$ cat config.mk
export PLATFORM = sky130hd
export DESIGN_NAME = load_store_unit_flat
export DESIGN_NICKNAME = d
export VERILOG_FILES = /design/src/rtl/load_store_unit_pkg.sv /design/src/rtl/load_store_unit_if.sv /design/src/rtl/load_store_unit_align.sv /design/src/rtl/load_store_unit.sv /design/src/flat_wrapper.sv
export SDC_FILE = /design/constraint.sdc
export NUM_CORES = 1
export LEC_CHECK = 0
export BUFFER_PORTS_ARGS = -buffer_cell sky130_fd_sc_hd__buf_2
export CAP_MARGIN = 30
export CORE_UTILIZATION = 46
export DETAILED_ROUTE_END_ITERATION = 7
export PLACE_DENSITY = 0.77
export SLEW_MARGIN = 40
export SYNTH_ARGS = -nofsm -noshare
export SYNTH_HDL_FRONTEND = slang
export SYNTH_HIERARCHICAL = 1
export SYNTH_SLANG_ARGS = --single-unit
$ cat constraint.sdc
create_clock -name clk -period 2.9 [get_ports clk]
set_input_delay 0.58 -clock clk [delete_from_list [all_inputs] [get_ports clk]]
set_output_delay 0.58 -clock clk [all_outputs]
set_load 0.01 [all_outputs]
$ cat src/rtl/load_store_unit_pkg.sv
// Shared types and constants for the load/store unit: FSM states, funct3
// encodings, access sizes and small decode helpers.
package lsu_pkg;

  localparam int XLEN = 32;

  typedef logic [XLEN-1:0]   word_t;
  typedef logic [XLEN/8-1:0] be_t;

  typedef enum logic [1:0] {
    IDLE = 2'd0,
    REQ  = 2'd1,
    RESP = 2'd2
  } state_t;

  localparam logic [2:0] LB  = 3'b000;
  localparam logic [2:0] LH  = 3'b001;
  localparam logic [2:0] LW  = 3'b010;
  localparam logic [2:0] LBU = 3'b100;
  localparam logic [2:0] LHU = 3'b101;
  localparam logic [2:0] SB  = 3'b000;
  localparam logic [2:0] SH  = 3'b001;
  localparam logic [2:0] SW  = 3'b010;

  // SZ_NONE marks a funct3 that has no legal access of that kind.
  typedef enum logic [1:0] {
    SZ_BYTE = 2'd0,
    SZ_HALF = 2'd1,
    SZ_WORD = 2'd2,
    SZ_NONE = 2'd3
  } size_t;

  function automatic size_t load_size(input logic [2:0] f3);
    size_t sz;
    case (f3)
      LB, LBU: sz = SZ_BYTE;
      LH, LHU: sz = SZ_HALF;
      LW:      sz = SZ_WORD;
      default: sz = SZ_NONE;
    endcase
    return sz;
  endfunction

  function automatic size_t store_size(input logic [2:0] f3);
    size_t sz;
    case (f3)
      SB:      sz = SZ_BYTE;
      SH:      sz = SZ_HALF;
      SW:      sz = SZ_WORD;
      default: sz = SZ_NONE;
    endcase
    return sz;
  endfunction

  // True when the access size is legal and naturally aligned at this offset.
  function automatic logic size_ok(input size_t sz, input logic [1:0] off);
    logic ok;
    case (sz)
      SZ_BYTE: ok = 1'b1;
      SZ_HALF: ok = ~off[0];
      SZ_WORD: ok = (off == 2'b00);
      default: ok = 1'b0;
    endcase
    return ok;
  endfunction

endpackage

$ cat src/rtl/load_store_unit_if.sv
// Data-memory bus: one request with req/gnt handshake, read data returned
// later with rvalid.
interface load_store_unit_if;
  import lsu_pkg::*;

  logic  req;
  logic  we;
  word_t addr;
  be_t   be;
  word_t wdata;
  logic  gnt;
  logic  rvalid;
  word_t rdata;

  modport master (
    output req, we, addr, be, wdata,
    input  gnt, rvalid, rdata
  );

  modport slave (
    input  req, we, addr, be, wdata,
    output gnt, rvalid, rdata
  );

endinterface

$ cat src/rtl/load_store_unit_align.sv
// Purely combinational lane logic: store byte enables / lane replication and
// legality checks on the incoming request, and load extraction on the
// returned bus word using the registered access attributes.
module lsu_align
  import lsu_pkg::*;
(
  input  logic [2:0] st_type,
  input  logic [1:0] offset,
  input  word_t      st_wdata,
  input  logic [2:0] ld_type,
  output be_t        st_be,
  output word_t      st_data,
  output logic       st_legal,
  output logic       ld_legal,
  input  logic [2:0] x_type,
  input  logic       x_unsigned,
  input  logic [1:0] x_offset,
  input  word_t      x_rdata,
  output word_t      x_data
);

  size_t st_sz;
  size_t x_sz;
  word_t shifted;

  // Store path: enables shifted to the byte offset, data replicated on all lanes.
  always_comb begin
    st_sz    = store_size(st_type);
    st_legal = size_ok(st_sz, offset);
    ld_legal = size_ok(load_size(ld_type), offset);
    st_be    = '0;
    st_data  = st_wdata;
    case (st_sz)
      SZ_BYTE: begin
        st_be   = be_t'(4'b0001 << offset);
        st_data = {4{st_wdata[7:0]}};
      end
      SZ_HALF: begin
        st_be   = be_t'(4'b0011 << offset);
        st_data = {2{st_wdata[15:0]}};
      end
      SZ_WORD: st_be = 4'b1111;
      default: st_be = '0;
    endcase
  end

  // Load path: bring the addressed lane down to bit 0, then extend.
  always_comb begin
    x_sz    = load_size(x_type);
    shifted = x_rdata >> {x_offset, 3'b000};
    case (x_sz)
      SZ_BYTE: x_data = x_unsigned ? {24'b0, shifted[7:0]}
                                   : {{24{shifted[7]}}, shifted[7:0]};
      SZ_HALF: x_data = x_unsigned ? {16'b0, shifted[15:0]}
                                   : {{16{shifted[15]}}, shifted[15:0]};
      default: x_data = x_rdata;
    endcase
  end

endmodule

$ cat src/rtl/load_store_unit.sv
// Load/store unit: runs one data-memory transaction per accepted
// instruction and stalls the pipeline until it completes, faults or times out.
//
// state | meaning
// IDLE  | waiting for a memory instruction; accept cycle decided here
// REQ   | mem_req asserted with stable attributes until mem_gnt
// RESP  | load granted, waiting for mem_rvalid
module load_store_unit
  import lsu_pkg::*;
#(
  parameter int TIMEOUT_CYCLES = 255
) (
  input  logic       clk,
  input  logic       rst_n,
  input  logic       start,
  input  logic       is_load,
  input  logic       mem_write,
  input  logic [2:0] load_type,
  input  logic       load_unsigned,
  input  logic [2:0] store_type,
  input  word_t      addr,
  input  word_t      wdata,
  output logic       stall,
  output logic       done,
  output word_t      rdata,
  output logic       misaligned,
  output logic       bus_err,
  load_store_unit_if.master mem
);

  // The down-counter is loaded with TIMEOUT_CYCLES-1 on state entry, so the
  // state is occupied for exactly TIMEOUT_CYCLES cycles before giving up.
  localparam int CW = (TIMEOUT_CYCLES > 1) ? $clog2(TIMEOUT_CYCLES) : 1;
  localparam logic [CW-1:0] CNT_LOAD = (TIMEOUT_CYCLES > 0) ? CW'(TIMEOUT_CYCLES - 1) : '0;
  localparam bit TMO_EN = (TIMEOUT_CYCLES != 0);

  state_t        state_q, state_d;
  logic [CW-1:0] cnt_q;

  word_t      addr_q;
  word_t      wdata_q;
  be_t        be_q;
  logic       we_q;
  logic [2:0] ltype_q;
  logic       lunsigned_q;
  logic [1:0] off_q;

  logic  done_q, mis_q, err_q;
  word_t rdata_q;

  logic  done_d, mis_d, err_d, rd_load, req_c;
  logic  accept, legal, timeout;

  be_t   st_be;
  word_t st_data;
  logic  st_legal, ld_legal;
  word_t ld_data;

  lsu_align u_align (
    .st_type    (store_type),
    .offset     (addr[1:0]),
    .st_wdata   (wdata),
    .ld_type    (load_type),
    .st_be      (st_be),
    .st_data    (st_data),
    .st_legal   (st_legal),
    .ld_legal   (ld_legal),
    .x_type     (ltype_q),
    .x_unsigned (lunsigned_q),
    .x_offset   (off_q),
    .x_rdata    (mem.rdata),
    .x_data     (ld_data)
  );

  // A held instruction must not relaunch in its own completion cycle; rst_n
  // gating keeps stall low while reset is asserted.
  assign accept  = rst_n && (state_q == IDLE) && start && (is_load || mem_write)
                   && !done_q && !mis_q && !err_q;
  assign legal   = is_load ? ld_legal : st_legal;
  assign timeout = TMO_EN && (state_q != IDLE) && (cnt_q == '0);

  // Next-state, bus request and completion decode.
  always_comb begin
    state_d = state_q;
    req_c   = 1'b0;
    done_d  = 1'b0;
    mis_d   = 1'b0;
    err_d   = 1'b0;
    rd_load = 1'b0;
    case (state_q)
      IDLE: begin
        if (accept) begin
          if (legal) state_d = REQ;
          else       mis_d   = 1'b1;
        end
      end
      REQ: begin
        if (timeout) begin
          state_d = IDLE;
          err_d   = 1'b1;
        end else begin
          req_c = 1'b1;
          if (mem.gnt) begin
            if (we_q) begin
              state_d = IDLE;
              done_d  = 1'b1;
            end else begin
              state_d = RESP;
            end
          end
        end
      end
      RESP: begin
        if (timeout) begin
          state_d = IDLE;
          err_d   = 1'b1;
        end else if (mem.rvalid) begin
          state_d = IDLE;
          done_d  = 1'b1;
          rd_load = 1'b1;
        end
      end
      default: state_d = IDLE;
    endcase
  end

  // State register.
  always_ff @(posedge clk or negedge rst_n) begin
    if (!rst_n) state_q <= IDLE;
    else        state_q <= state_d;
  end

  // Timeout counter: reload on every state change, count down while busy.
  always_ff @(posedge clk or negedge rst_n) begin
    if (!rst_n)                                  cnt_q <= '0;
    else if (state_d != state_q)                 cnt_q <= CNT_LOAD;
    else if (state_q != IDLE && cnt_q != '0)     cnt_q <= cnt_q - CW'(1);
  end

  // Capture the access attributes when a legal request is accepted.
  always_ff @(posedge clk or negedge rst_n) begin
    if (!rst_n) begin
      addr_q      <= '0;
      wdata_q     <= '0;
      be_q        <= '0;
      we_q        <= 1'b0;
      ltype_q     <= '0;
      lunsigned_q <= 1'b0;
      off_q       <= '0;
    end else if (accept && legal) begin
      addr_q      <= {addr[31:2], 2'b00};
      wdata_q     <= is_load ? '0 : st_data;
      be_q        <= is_load ? '1 : st_be;
      we_q        <= !is_load;
      ltype_q     <= load_type;
      lunsigned_q <= load_unsigned;
      off_q       <= addr[1:0];
    end
  end

  // One-cycle status pulses, registered so they land after the deciding edge.
  always_ff @(posedge clk or negedge rst_n) begin
    if (!rst_n) begin
      done_q <= 1'b0;
      mis_q  <= 1'b0;
      err_q  <= 1'b0;
    end else begin
      done_q <= done_d;
      mis_q  <= mis_d;
      err_q  <= err_d;
    end
  end

  // Load result holds until the next load completes.
  always_ff @(posedge clk or negedge rst_n) begin
    if (!rst_n)       rdata_q <= '0;
    else if (rd_load) rdata_q <= ld_data;
  end

  assign stall      = accept || (state_q != IDLE);
  assign done       = done_q;
  assign misaligned = mis_q;
  assign bus_err    = err_q;
  assign rdata      = rdata_q;

  assign mem.req   = req_c;
  assign mem.we    = we_q;
  assign mem.addr  = addr_q;
  assign mem.be    = be_q;
  assign mem.wdata = wdata_q;

endmodule

$ cat src/flat_wrapper.sv
// flat-port wrapper written by rule: the top's interface ports become plain ports
module load_store_unit_flat import lsu_pkg::*;
#(
  parameter int TIMEOUT_CYCLES = 255
)
  (clk, rst_n, start, is_load, mem_write, load_type, load_unsigned, store_type, addr, wdata, stall, done, rdata, misaligned, bus_err, mem_req, mem_we, mem_addr, mem_be, mem_wdata, mem_gnt, mem_rvalid, mem_rdata);
  load_store_unit_if mem_i ();
  input  logic clk;
  input  logic rst_n;
  input  logic start;
  input  logic is_load;
  input  logic mem_write;
  input  logic [2:0] load_type;
  input  logic load_unsigned;
  input  logic [2:0] store_type;
  input  word_t addr;
  input  word_t wdata;
  output logic stall;
  output logic done;
  output word_t rdata;
  output logic misaligned;
  output logic bus_err;
  output wire logic [$bits(mem_i.req)-1:0] mem_req;
  output wire logic [$bits(mem_i.we)-1:0] mem_we;
  output wire logic [$bits(mem_i.addr)-1:0] mem_addr;
  output wire logic [$bits(mem_i.be)-1:0] mem_be;
  output wire logic [$bits(mem_i.wdata)-1:0] mem_wdata;
  input wire logic [$bits(mem_i.gnt)-1:0] mem_gnt;
  input wire logic [$bits(mem_i.rvalid)-1:0] mem_rvalid;
  input wire logic [$bits(mem_i.rdata)-1:0] mem_rdata;
  assign mem_req = mem_i.req;
  assign mem_we = mem_i.we;
  assign mem_addr = mem_i.addr;
  assign mem_be = mem_i.be;
  assign mem_wdata = mem_i.wdata;
  assign mem_i.gnt = mem_gnt;
  assign mem_i.rvalid = mem_rvalid;
  assign mem_i.rdata = mem_rdata;
  load_store_unit #(.TIMEOUT_CYCLES(TIMEOUT_CYCLES)) u_core (.clk(clk), .rst_n(rst_n), .start(start), .is_load(is_load), .mem_write(mem_write), .load_type(load_type), .load_unsigned(load_unsigned), .store_type(store_type), .addr(addr), .wdata(wdata), .stall(stall), .done(done), .rdata(rdata), .misaligned(misaligned), .bus_err(bus_err), .mem(mem_i));
endmodule
; ---- Word-level counts from Yosys, hierarchy flattened
; Index checks and enable logic that the tools add are counted.
[totals]
output_inout_bits = 106
regBits = 118
inputBits = 110
[op_classes]
n_shift = 3
addsub = 1
n_bitwise = 1
mux = 37
n_eq_ne = 18
reduce_logical = 32
[op_table]
columns = op, n
row1 = 32-bit case mux with 2 select lines, 2
row2 = 32-bit 2-to-1 mux, 3
row3 = 32-bit by 5-bit >> shifter with 16-bit output, 1
row4 = 2-bit case mux with 3 select lines, 4
row5 = 8-bit 2-to-1 mux, 2
row6 = 1-bit 2-to-1 mux, 14
row7 = 2-bit 2-to-1 mux, 7
row8 = "3-bit equality test, second input constant", 4
row9 = 4-bit case mux with 3 select lines, 1
row10 = 2-bit zero test, 5
row11 = 2-bit OR reduction, 5
row12 = "3-bit by 1-bit equality test with 1-bit output, second input constant", 3
row13 = "3-bit by 2-bit equality test with 1-bit output, second input constant", 3
row14 = 1-bit logical AND, 9
row15 = 3-bit zero test, 3
row16 = "2-bit by 1-bit equality test with 1-bit output, second input constant", 4
row17 = 8-bit zero test, 1
row18 = 8-bit nonzero test, 1
row19 = "8-bit by 1-bit subtractor with 8-bit output, second input constant", 1
row20 = "2-bit equality test, second input constant", 3
row21 = 1-bit case mux with 3 select lines, 2
row22 = 1-bit zero test, 4
row23 = 4-bit 2-to-1 mux, 1
row24 = 2-bit nonzero test, 2
row25 = 6 further kinds, 7

; ---- Logic depth before layout (Yosys ltp)
; Gate-level depths: netlist (run 1).
[depth]
depth_word = 11
ltp_mapped = 10

; ---- Cells and area by module
; Netlist (run 1), hierarchy kept.
[by_module_without_submodules]
columns = mod, instances, area_per_inst_um2, cells_each
row1 = load_store_unit, 1, 4709.5, 324
row2 = lsu_align, 1, 1222.4, 184

; ---- Worst setup path before layout (run 1)
; No wires, ideal clock.
[synth_timing]
path_kind = input port to flip-flop
startpoint = input port store_type[0]
endpoint = register u_core.addr_q[25], in the netlist u_core/mem.addr[25]
stages = 9
n_path_buf = 4
setup_ps = 125
required_time_ps = 2775
path_slack_ps = 51
arrival_ps = 2724
path_cell_list = clkbuf_1 buf_1 o22a_1 nor2_1 mux2i_1 or4b_2 clkbuf_1 clkbuf_1 mux2_2
[synth_via]
elab_chain_len = 6
[synth_rtl]
columns = element, line_no
row1 = "start, declared", flat_wrapper.sv:15  ; input logic [2:0] store_type;
row2 = 3-bit by 2-bit equality test with 1-bit output (tied with other cells), load_store_unit_pkg.sv:46  ; case (f3)
row3 = 2-bit case mux with 3 select lines *, load_store_unit_pkg.sv:46
row4 = 2-bit equality test (tied with other cells), load_store_unit_pkg.sv:58  ; case (sz)
row5 = 1-bit case mux with 3 select lines *, load_store_unit_pkg.sv:58
row6 = via u_core.st_legal, load_store_unit.sv:56  ; logic st_legal, ld_legal;
row7 = 1-bit 2-to-1 mux *, load_store_unit.sv:79  ; assign legal = is_load ? ld_legal : st_legal;
row8 = 1-bit logical AND *, load_store_unit.sv:150  ; end else if (accept && legal) begin
row9 = "end signal, assigned", load_store_unit.sv:151  ; addr_q <= {addr[31:2], 2'b00};
row10 = "end, declared", load_store_unit.sv:40  ; word_t addr_q;
; Mark *: on every way through the listed nets, which the timed path passes. The rest lies on a longest branch.
; A chain may end at the register's enable or synchronous reset.

; ---- Final worst setup path (run 1)
[layout_timing]
startpoint = register u_core.cnt_q[2]
endpoint = output port mem_req
[layout_via]
elab_chain_len = 4
[layout_rtl]
columns = element, line_no
row1 = "start, declared", load_store_unit.sv:38  ; logic [CW-1:0] cnt_q;
row2 = "start signal, assigned", load_store_unit.sv:137  ; else if (state_q != IDLE && cnt_q != '0) cnt_q <= cnt_q - CW'(1);
row3 = 8-bit zero test, load_store_unit.sv:80  ; assign timeout = TMO_EN && (state_q != IDLE) && (cnt_q == '0);
row4 = 1-bit logical AND, load_store_unit.sv:80
row5 = 1-bit 2-to-1 mux, load_store_unit.sv:98  ; if (timeout) begin
row6 = 1-bit 2-to-1 mux, load_store_unit.sv:90  ; case (state_q)
row7 = "end, declared", flat_wrapper.sv:23  ; output wire logic [$bits(mem_i.req)-1:0] mem_req;
; Every way passes these cells.

==> reports/results.tsv, run 1 <==
stage	metric	value	unit
sta	final hold violations	0	
critical_path	Worst path slowest cell	or4_1	
final_layout	n_diodes	0	
sta	final setup violating endpoints	0	
sta	unrepaired setup endpoints after global routing	no	
yosys	Post-Syn Area per Cell	11.7	sq um
routing	final WL	15800	um
routing	1st-iter DRT viols	361	
run	Max Cap Viol	0	
clock_network	H-tree Lvls	4	
sta	Total Neg Setup Slack	0	ns
grt	first-pass GRT wire length	24600	um
final_layout	Multi-input gate area	2720	sq um
grt	GRT Overall Usage	0.244	
critical_path	flop2flop setup slack	0.45	ns
floorplan	die height	115	um
final_layout	register area	2930	sq um
power	Leak Pwr	3.83	nW
placed_design	placed instance count	859	
yosys	Mapped Cells	506	
sta	Max-slew headroom	0.525	
routing	DRT Pass-1 Iters	5	
critical_path	CP Class	flip-flop to primary output	
yosys	synth warn	6	
sta	Final min period	2.77	ns
critical_path	worst setup path start	u_core/cnt_q[2]	
routing	DRT antenna net count	0	
placed_design	dpl hpwl	11200	um
floorplan	Die Area	13300	sq um
run_status	status	finished, final reports clean	
sta	period utilization	0.954	
final_layout	area delta synth->final	31.1	%
critical_path	crit path max fanout	5	
critical_path	Startpoint Class	flip-flop	
clock_network	Num CTS Buffers	17	
clock_network	Max Buffers Root-to-Sink	2	
power	PwrDens	1070	nW/um^2
critical_path	Critical Path End	mem_req	
routing	DR vias/cell	5.54	
sta	f_max	361	MHz
clock_network	Root Driver	clkbuf_16	
routing	via count	4940	
clock_network	clk sink count	117	
critical_path	Worst R2R Path Depth	7	
grt	antenna violations before repair	1	
critical_path	CP cell instances	or4_1, nor4_4, and2b_2, buf_2	
final_layout	nets	827	
critical_path	Crit Reg-Reg Endpoint	u_core/cnt_q[5]	
grt	total grt overflow	0	
grt	largest net degree at the start of global routing	70	
final_layout	Fillers	990	
critical_path	CP endpoint kind	primary output	
final_layout	Finished Layout Cells	892	
floorplan	core footprint	12300	sq um
sta	Slew @ Worst Pin	0.713	ns
min_path	HP Class	input port to async pin	
floorplan	Initial Util	0.481	
sta	Final Skew	0.00555	ns
placed_design	input/output buffers	213	
routing	drc violations	0	
routing	wire length per cell	17.7	um
sta	final hold slack	0.320	ns
sta	max-slew violations	0	
floorplan	die width	115	um
yosys	post-synthesis cell area	5900	sq um
power	Max VDD drop	0.598	mV
critical_path	Worst Path Arrival	2.19	ns
floorplan	site row count	40	
critical_path	Max stage delay on crit path	0.67	ns
floorplan	I/O Pins	216	
critical_path	reg2reg start	u_core/state_q[1]	
clock_network	clk slew on worst S/H paths	0.05	ns
placed_design	RD Place Congestion	0.846	
critical_path	Worst Path Required	2.32	ns
clock_network	CTS tree	yes	
clock_network	Worst-Skew Late Latency	0.41	ns
grt	number of global-route vias before repair	4841	
final_layout	share of cells above drive strength 1	0.499	
==> registers in the layout, summed over array words and instances, names as in the netlist <==
register and count:
u_core/mem.wdata 32, u_core/rdata 32, u_core/mem.addr 30, u_core/cnt_q 8
u_core/mem.be 4, u_core/ltype_q 2, u_core/off_q 2, u_core/state_q 2
u_core/bus_err 1, u_core/done 1, u_core/lunsigned_q 1, u_core/mem.we 1
u_core/misaligned 1
==> per-layer routing <==
metal	global-route usage	vias to the layer above	wire length (um)
li1	-	2260	-
met1	0.303	2423	6560
met2	0.396	231	7740
met3	0.0859	24	1250
met4	0.0831	2	261
met5	0	-	13
==> critical path, delay by kind of cell (launching register included) <==
kind	cells	cell delay (ns)
and+or+nand+nor	3	1.21
DFF	1	0.42
buffers and inverters	1	0.14
==> metrics by stage <==
| step | total power [mW] | cell area (sq um) | setup slack, ns | util |
|---|---|---|---|---|
| 2_1_floorplan | 4.75 | 5900 | 0.0514 | - |
| 3_3_place_gp | 5.82 | 7070 | 0.150 | 0.577 |
| 3_5_place_dp | 5.95 | 7070 | 0.101 | 0.577 |
| 4_1_cts | 8.28 | 7720 | 0.0290 | 0.630 |
| 5_1_grt | 8.73 | 7730 | 0.0685 | 0.631 |
| 6_report | 8.24 | 7730 | 0.132 | 0.631 |
==> worst min path at each step <==
stage                         start                    to  slack, ns  cells after the start
2_1_floorplan                 rst_n        u_core/bus_err       0.28                      0
3_3_place_gp    u_core/mem.addr[31]   u_core/mem.addr[31]       0.48                      1
3_5_place_dp   u_core/mem.wdata[12]  u_core/mem.wdata[12]       0.49                      1
4_1_cts                       rst_n      u_core/rdata[27]       0.35                      2
5_1_grt                       rst_n           u_core/done       0.39                      2
6_report                      rst_n           u_core/done       0.32                      2
==> timing repair <==
| item | CTS | global route |
|---|---|---|
| endpoints found under the setup margin | 1 | 1 |
| setup buffers | 0 | 1 |
| hold buffers | 0 | 0 |
| resized for setup | 0 | 0 |
| pin swaps | 1 | 1 |
| cloned | 0 | 0 |
==> layout make-up <==
| class | instances | area share |
|---|---|---|
| Clock buffer | 24 | 0.0649 |
| Sequential cell | 117 | 0.379 |
| Tap cell | 168 | 0.0272 |
| Timing Repair Buffer | 227 | 0.154 |
| Clock inverter | 8 | 0.0186 |
| Multi-Input combinational cell | 337 | 0.351 |
| Inverter | 11 | 0.00534 |
==> cells in the final DEF (no fill, tap or decap), types with 3 or more instances in the layout <==
cell type  instances
buf_2            212
dfrtp_1          117
mux2_2            89
nand2_1           43
a22o_1            33
o21ai_0           24
clkbuf_16         17
nor2_1            17
a21oi_1           16
buf_4             13
inv_1             11
mux2i_1           11
nor2b_1            8
o31ai_1            8
nand2b_1           7
xnor2_1            6
ha_1               6
clkbuf_8           5
o22a_1             5
a22oi_1            5
a221oi_1           5
bufinv_16          4
clkinv_2           3
nand3_1            3
o21a_1             3
o22ai_1            3
==> report_power, final <==
part	leakage (nW)	internal [mW]	switching, mW
clock	0.320	1.55	0.725
sequential	1.45	2.32	0.431
combinational	2.05	1.54	1.67
total	3.83	5.41	2.83
(Power assumes the default switching activity.)
==> run 2: changes to the inputs <==
Settings changed: CORE_UTILIZATION 46 to 45, PLACE_DENSITY 0.77 to 0.79.
Clock period 2.9 ns to 2.4 ns, I/O delays scaled along.
==> reports/results.tsv, run 2 (same netlist as run 1, synthesis figures left out) <==
stage	metric	value	unit	change
run_status	status	finished, violations left		was finished, final reports clean
run_status	failing checks	setup timing		
clock_network	Hold-fix buffers, CTS	0		unchanged
clock_network	Num CTS Buffers	17		unchanged
power	PwrDens	1270	nW/um^2	was 1070 nW/um^2
floorplan	Initial Util	0.463		was 0.481
grt	number of global-route vias before repair	4777		was 4841
sta	final setup violating endpoints	1		was 0
floorplan	I/O Pins	216		unchanged
routing	DRT antenna net count	0		unchanged
sta	max-slew violations	0		unchanged
power	Leak Pwr	3.89	nW	was 3.83 nW
critical_path	worst setup path start	u_core/cnt_q[3]		was u_core/cnt_q[2]
routing	via count	4959		was 4940
routing	drc violations	0		unchanged
floorplan	die width	116	um	was 115 um
grt	antenna violations before repair	0		was 1
routing	DRT Pass-1 Iters	5		unchanged
final_layout	share of cells above drive strength 1	0.513		was 0.499
grt	met3 usage	0.0649		was 0.0859
critical_path	CP Class	flip-flop to primary output		unchanged
final_layout	most frequent cells in the layout	buf_2, dfrtp_1, mux2_2		unchanged
final_layout	Finished Layout Cells	911		was 892
grt	gr busiest metal	met2		unchanged
sta	final hold violations	0		unchanged
grt	GR Util met1	0.289		was 0.303
power	Psw	3.53	mW	was 2.83 mW
floorplan	die height	116	um	was 115 um
critical_path	Startpoint Class	flip-flop		unchanged
clock_network	Max Buffers Root-to-Sink	2		unchanged
critical_path	Worst Path Arrival	1.94	ns	was 2.19 ns
clock_network	Root Driver	clkbuf_16		unchanged
critical_path	reg2reg start	u_core/state_q[0]		was u_core/state_q[1]
grt	largest net degree at the start of global routing	68		was 70
critical_path	flop2flop setup slack	0.10	ns	was 0.45 ns
sta	Max-slew headroom	0.556		was 0.525
sta	period utilization	1.01		
run	Max Cap Viol	0		unchanged
power	total power	10.0	mW	was 8.24 mW
final_layout	nets	842		was 827
routing	1st-iter DRT viols	376		was 361
power	Pint	6.47	mW	was 5.41 mW
sta	unrepaired setup endpoints after global routing	yes		was no
sta	Slew @ Worst Pin	0.664	ns	was 0.713 ns
sta	Final WS setup	-0.0241	ns	was 0.132 ns
final_layout	area delta synth->final	33.6	%	was 31.1%
sta	f_max	413	MHz	
routing	wire length per cell	17.3	um	was 17.7 um
final_layout	most common cell after layout, fill and taps aside	buf_2		unchanged
placed_design	placed instance count	876		was 859
floorplan	core footprint	12700	sq um	was 12300 sq um
clock_network	clk sink count	117		unchanged
placed_design	dpl hpwl	11600	um	was 11200 um
grt	total grt overflow	0		unchanged
clock_network	H-tree Lvls	4		unchanged
clock_network	CTS tree	yes		unchanged
critical_path	Crit Reg-Reg Endpoint	u_core/mem.addr[27]		was u_core/cnt_q[5]
critical_path	CP endpoint kind	primary output		unchanged
critical_path	Worst R2R Path Depth	6		was 7
power	Clk pwr share	0.265		was 0.276
placed_design	RD Place Congestion	0.837		was 0.846
min_path	HP Class	input port to async pin		unchanged
grt	first-pass GRT wire length	24100	um	was 24600 um
floorplan	site row count	41		was 40
clock_network	Worst-Skew Late Latency	0.41	ns	about the same
power	share of power burned in registers	0.328		was 0.334
routing	DR vias/cell	5.44		was 5.54
sta	Final min period	2.42	ns	
final_layout	n_diodes	0		unchanged
clock_network	clk slew on worst S/H paths	0.05	ns	about the same
power	Sw Ratio	0.353		was 0.343
placed_design	input/output buffers	213		unchanged
power	Max VDD drop	0.458	mV	was 0.598 mV
floorplan	Die Area	13600	sq um	was 13300 sq um
sta	Final Skew	0.0119	ns	was 0.00555 ns
power	Gate power share	0.407		was 0.390
routing	final WL	15800	um	about the same
grt	met2 Use GR	0.399		was 0.396
critical_path	crit path max fanout	2		was 5
critical_path	Worst Path Required	1.92	ns	was 2.32 ns
grt	GRT Overall Usage	0.235		was 0.244
run 2: worst max-delay path, stage by stage, from the launching register on:
cell and delay (ns):
dfrtp_1 0.39, or4_4 0.57, nor4_4 0.19, and2b_2 0.27, buf_6 0.12
run 2: how the worst max path moves through the flow:
stage | end | cells after the start | slack [ns]
after global routing | mem_req | 4 | -0.11
after detailed placement | u_core/mem.addr[16] | 8 | -0.06
after CTS | mem_req | 4 | -0.05
final | mem_req | 4 | -0.02
after floorplan | u_core/cnt_q[0] | 10 | 0.007
after global placement | u_core/mem.addr[4] | 8 | -0.008
run 2: metrics by stage:
stage	hold slack [ns]	utilization	instance area (sq um)	worst slack [ns]	TNS, ns
after global placement	0.484	0.567	7220	-0.00845	-0.0673
after floorplan	0.184	-	5940	0.00651	0
after detailed placement	0.487	0.567	7220	-0.0550	-1.12
after global routing	0.275	0.619	7880	-0.113	-0.113
final	0.235	0.619	7880	-0.0241	-0.0241
after CTS	0.262	0.619	7870	-0.0454	-0.0454
run 2: repair_timing:
action,CTS,global route
buffers inserted,3,0
pin swaps,2,0
gates resized for setup,2,0
hold endpoints to repair,0,0
setup endpoints to repair,1,1
run 2: per-layer routing:
metal | up-vias | part of all wire
met5 | - | 0
met4 | 0 | 0.011
met3 | 20 | 0.066
met2 | 220 | 0.52
met1 | 2440 | 0.41
li1 | 2279 | -
run 2: layout make-up:
class | count | area (sq um)
well taps | 172 | 215
clock buffers | 20 | 457
multi-input cells | 337 | 2740
repair buffers | 242 | 1330
flip-flops and latches | 117 | 2930
clock inverters | 12 | 168
fillers | 1061 | 4840
inverters | 11 | 41.3
run 2: power groups by stage:
stage | clock (mW) | combinational, mW | sequential [mW]
after global routing | 2.81 | 4.44 | 3.38
final | 2.65 | 4.07 | 3.28
after CTS | 2.69 | 4.06 | 3.28
after floorplan | 0 | 2.14 | 3.61
after detailed placement | 0 | 4.02 | 3.29
after global placement | 0 | 3.89 | 3.25
==> run 3: changes to the inputs <==
Clock period 2.4 ns to 2.2 ns, I/O delays scaled along.
==> reports/results.tsv, run 3 (same netlist as run 1, synthesis figures left out) <==
stage	metric	value	unit	change
run_status	status	finished, violations left		unchanged
run_status	failing checks	setup timing		unchanged
power	Leak Pwr	3.95	nW	was 3.89 nW
floorplan	I/O Pins	216		unchanged
placed_design	placed instance count	887		was 876
clock_network	Max Buffers Root-to-Sink	2		unchanged
routing	via count	4992		was 4959
sta	Max-slew headroom	0.555		was 0.556
critical_path	Worst path slowest cell	or4_4		unchanged
power	total power	11.0	mW	was 10.0 mW
sta	Total Neg Setup Slack	-0.141	ns	was -0.0241 ns
routing	1st-iter DRT viols	345		was 376
clock_network	Num CTS Buffers	17		unchanged
sta	Final WS setup	-0.141	ns	was -0.0241 ns
sta	final hold violations	0		unchanged
routing	drc violations	0		unchanged
final_layout	fin area	8000	sq um	was 7880 sq um
sta	Final Skew	0.00738	ns	was 0.0119 ns
clock_network	Worst-Skew Late Latency	0.41	ns	about the same
clock_network	clk sink count	117		unchanged
grt	number of global-route vias before repair	5130		was 4777
grt	largest net degree at the start of global routing	88		was 68
final_layout	Fillers	1051		was 1061
clock_network	H-tree Lvls	4		unchanged
floorplan	site row count	41		unchanged
run	Max Cap Viol	0		unchanged
routing	wire length per cell	16.8	um	was 17.3 um
final_layout	share of cells above drive strength 1	0.522		was 0.513
critical_path	Startpoint Class	flip-flop		unchanged
placed_design	RD Place Congestion	0.888		was 0.837
routing	final WL	15500	um	was 15800 um
floorplan	die height	116	um	unchanged
grt	antenna violations before repair	0		unchanged
floorplan	Die Area	13600	sq um	unchanged
critical_path	delay-heaviest family, CP	simple AND/OR/NAND/NOR gates		unchanged
clock_network	clk slew on worst S/H paths	0.05	ns	about the same
floorplan	die width	116	um	unchanged
floorplan	Initial Util	0.463		unchanged
clock_network	CTS tree	yes		unchanged
routing	DRT antenna net count	0		unchanged
final_layout	n_diodes	0		unchanged
clock_network	Root Driver	clkbuf_16		unchanged
final_layout	area delta synth->final	35.6	%	was 33.6%
grt	first-pass GRT wire length	24300	um	was 24100 um
final_layout	nets	854		was 842
min_path	HP Class	input port to async pin		unchanged
routing	DR vias/cell	5.41		was 5.44
critical_path	Max stage delay on crit path	0.57	ns	about the same
critical_path	CP cell instances	or4_4, nor4_4, and2b_2, buf_6		unchanged
sta	Final min period	2.34	ns	
placed_design	dpl hpwl	11400	um	was 11600 um
placed_design	input/output buffers	213		unchanged
sta	unrepaired setup endpoints after global routing	yes		unchanged
routing	DRT Pass-1 Iters	5		unchanged
final_layout	most frequent cells in the layout	buf_2, dfrtp_1, mux2_2		unchanged
sta	final setup violating endpoints	1		unchanged
critical_path	crit path max fanout	2		unchanged
critical_path	Worst Path Arrival	1.90	ns	was 1.94 ns
placed_design	DP Area	7310	sq um	was 7220 sq um
power	PwrDens	1370	nW/um^2	was 1270 nW/um^2
floorplan	core footprint	12700	sq um	unchanged
critical_path	critical path buffer and inverter count	1		unchanged
sta	max-slew violations	0		unchanged
grt	total grt overflow	0		unchanged
sta	f_max	427	MHz	
critical_path	Worst Path Required	1.76	ns	was 1.92 ns
power	Max VDD drop	0.662	mV	was 0.458 mV
grt	GRT Overall Usage	0.233		was 0.235
final_layout	Finished Layout Cells	923		was 911
sta	Slew @ Worst Pin	0.667	ns	was 0.664 ns
sta	period utilization	1.06		
critical_path	CP endpoint kind	primary output		unchanged
critical_path	CP Class	flip-flop to primary output		unchanged
final_layout	most common cell after layout, fill and taps aside	buf_2		unchanged
run 3: cell types whose count changed in the layout (fill, tap and decap cells not counted):
cell,before,now
buf_12,3,4
buf_4,26,36
clkbuf_1,1,2
clkbuf_8,2,6
clkinv_2,0,3
clkinv_4,4,0
clkinvlp_4,1,2
ha_1,6,4
ha_2,0,2
inv_6,4,0
nor3b_2,1,0
nor3b_4,0,1
run 3: worst reg2reg max path, cell delays in order (launching register included):
cell and delay [ns]:
dfrtp_1 0.38, buf_4 0.16, ha_1 0.29, or4_1 0.54, nor3b_4 0.25, nor4_4 0.08, buf_6 0.14, and2_1 0.14
run 3: layer usage:
layer,GRT usage,vias up,part of all wire
met5,0,-,0
met4,0.115,0,0.027
met3,0.0695,35,0.075
met2,0.404,237,0.49
li1,-,2300,-
met1,0.261,2420,0.40
run 3: metrics by stage:
stage,utilization,hold WS (ns),worst slack [ns]
after global routing,0.628,0.101,-0.210
after global placement,0.575,0.484,-0.169
final,0.628,0.0728,-0.141
after detailed placement,0.575,0.487,-0.217
after CTS,0.626,0.0761,-0.165
after floorplan,-,0.144,-0.124
run 3: final timing paths:
check,slack (ns),cells past startpoint,from,to
max reg2reg,0.12,7,u_core/state_q[0],u_core/cnt_q[0]
min reg2reg,0.50,1,u_core/rdata[28],u_core/rdata[28]
min,0.07,2,rst_n,u_core/rdata[25]
max,-0.14,4,u_core/cnt_q[3],mem_req
min in group clk,0.26,2,addr[25],u_core/mem.addr[25]
max in group asynchronous,1.08,3,rst_n,u_core/mem.addr[11]
run 3: power by group:
group          switching, mW  internal (mW)  leakage, nW
Combinational           2.29           2.28         2.20
Clock                  0.931           1.92        0.302
Sequential             0.510           3.06         1.45
Total                   3.73           7.26         3.95
run 3: timing repair:
item | in CTS | in global routing
hold buffers | 0 | 0
setup buffers | 3 | 1
setup endpoints to repair | 2 | 9
pin swaps | 3 | 1
endpoints found under the hold margin | 0 | 0
gates resized for setup | 3 | 5
run 3: area by class of cell:
cell class / instances / area, sq um / share of cell area
flip-flops and latches: 117 / 2930 / 0.366
multi-input cells: 337 / 2750 / 0.344
repair buffers: 254 / 1440 / 0.180
clock buffers: 24 / 502 / 0.0628
well taps: 172 / 215 / 0.0269
clock inverters: 8 / 120 / 0.0150
inverters: 11 / 41.3 / 0.00516
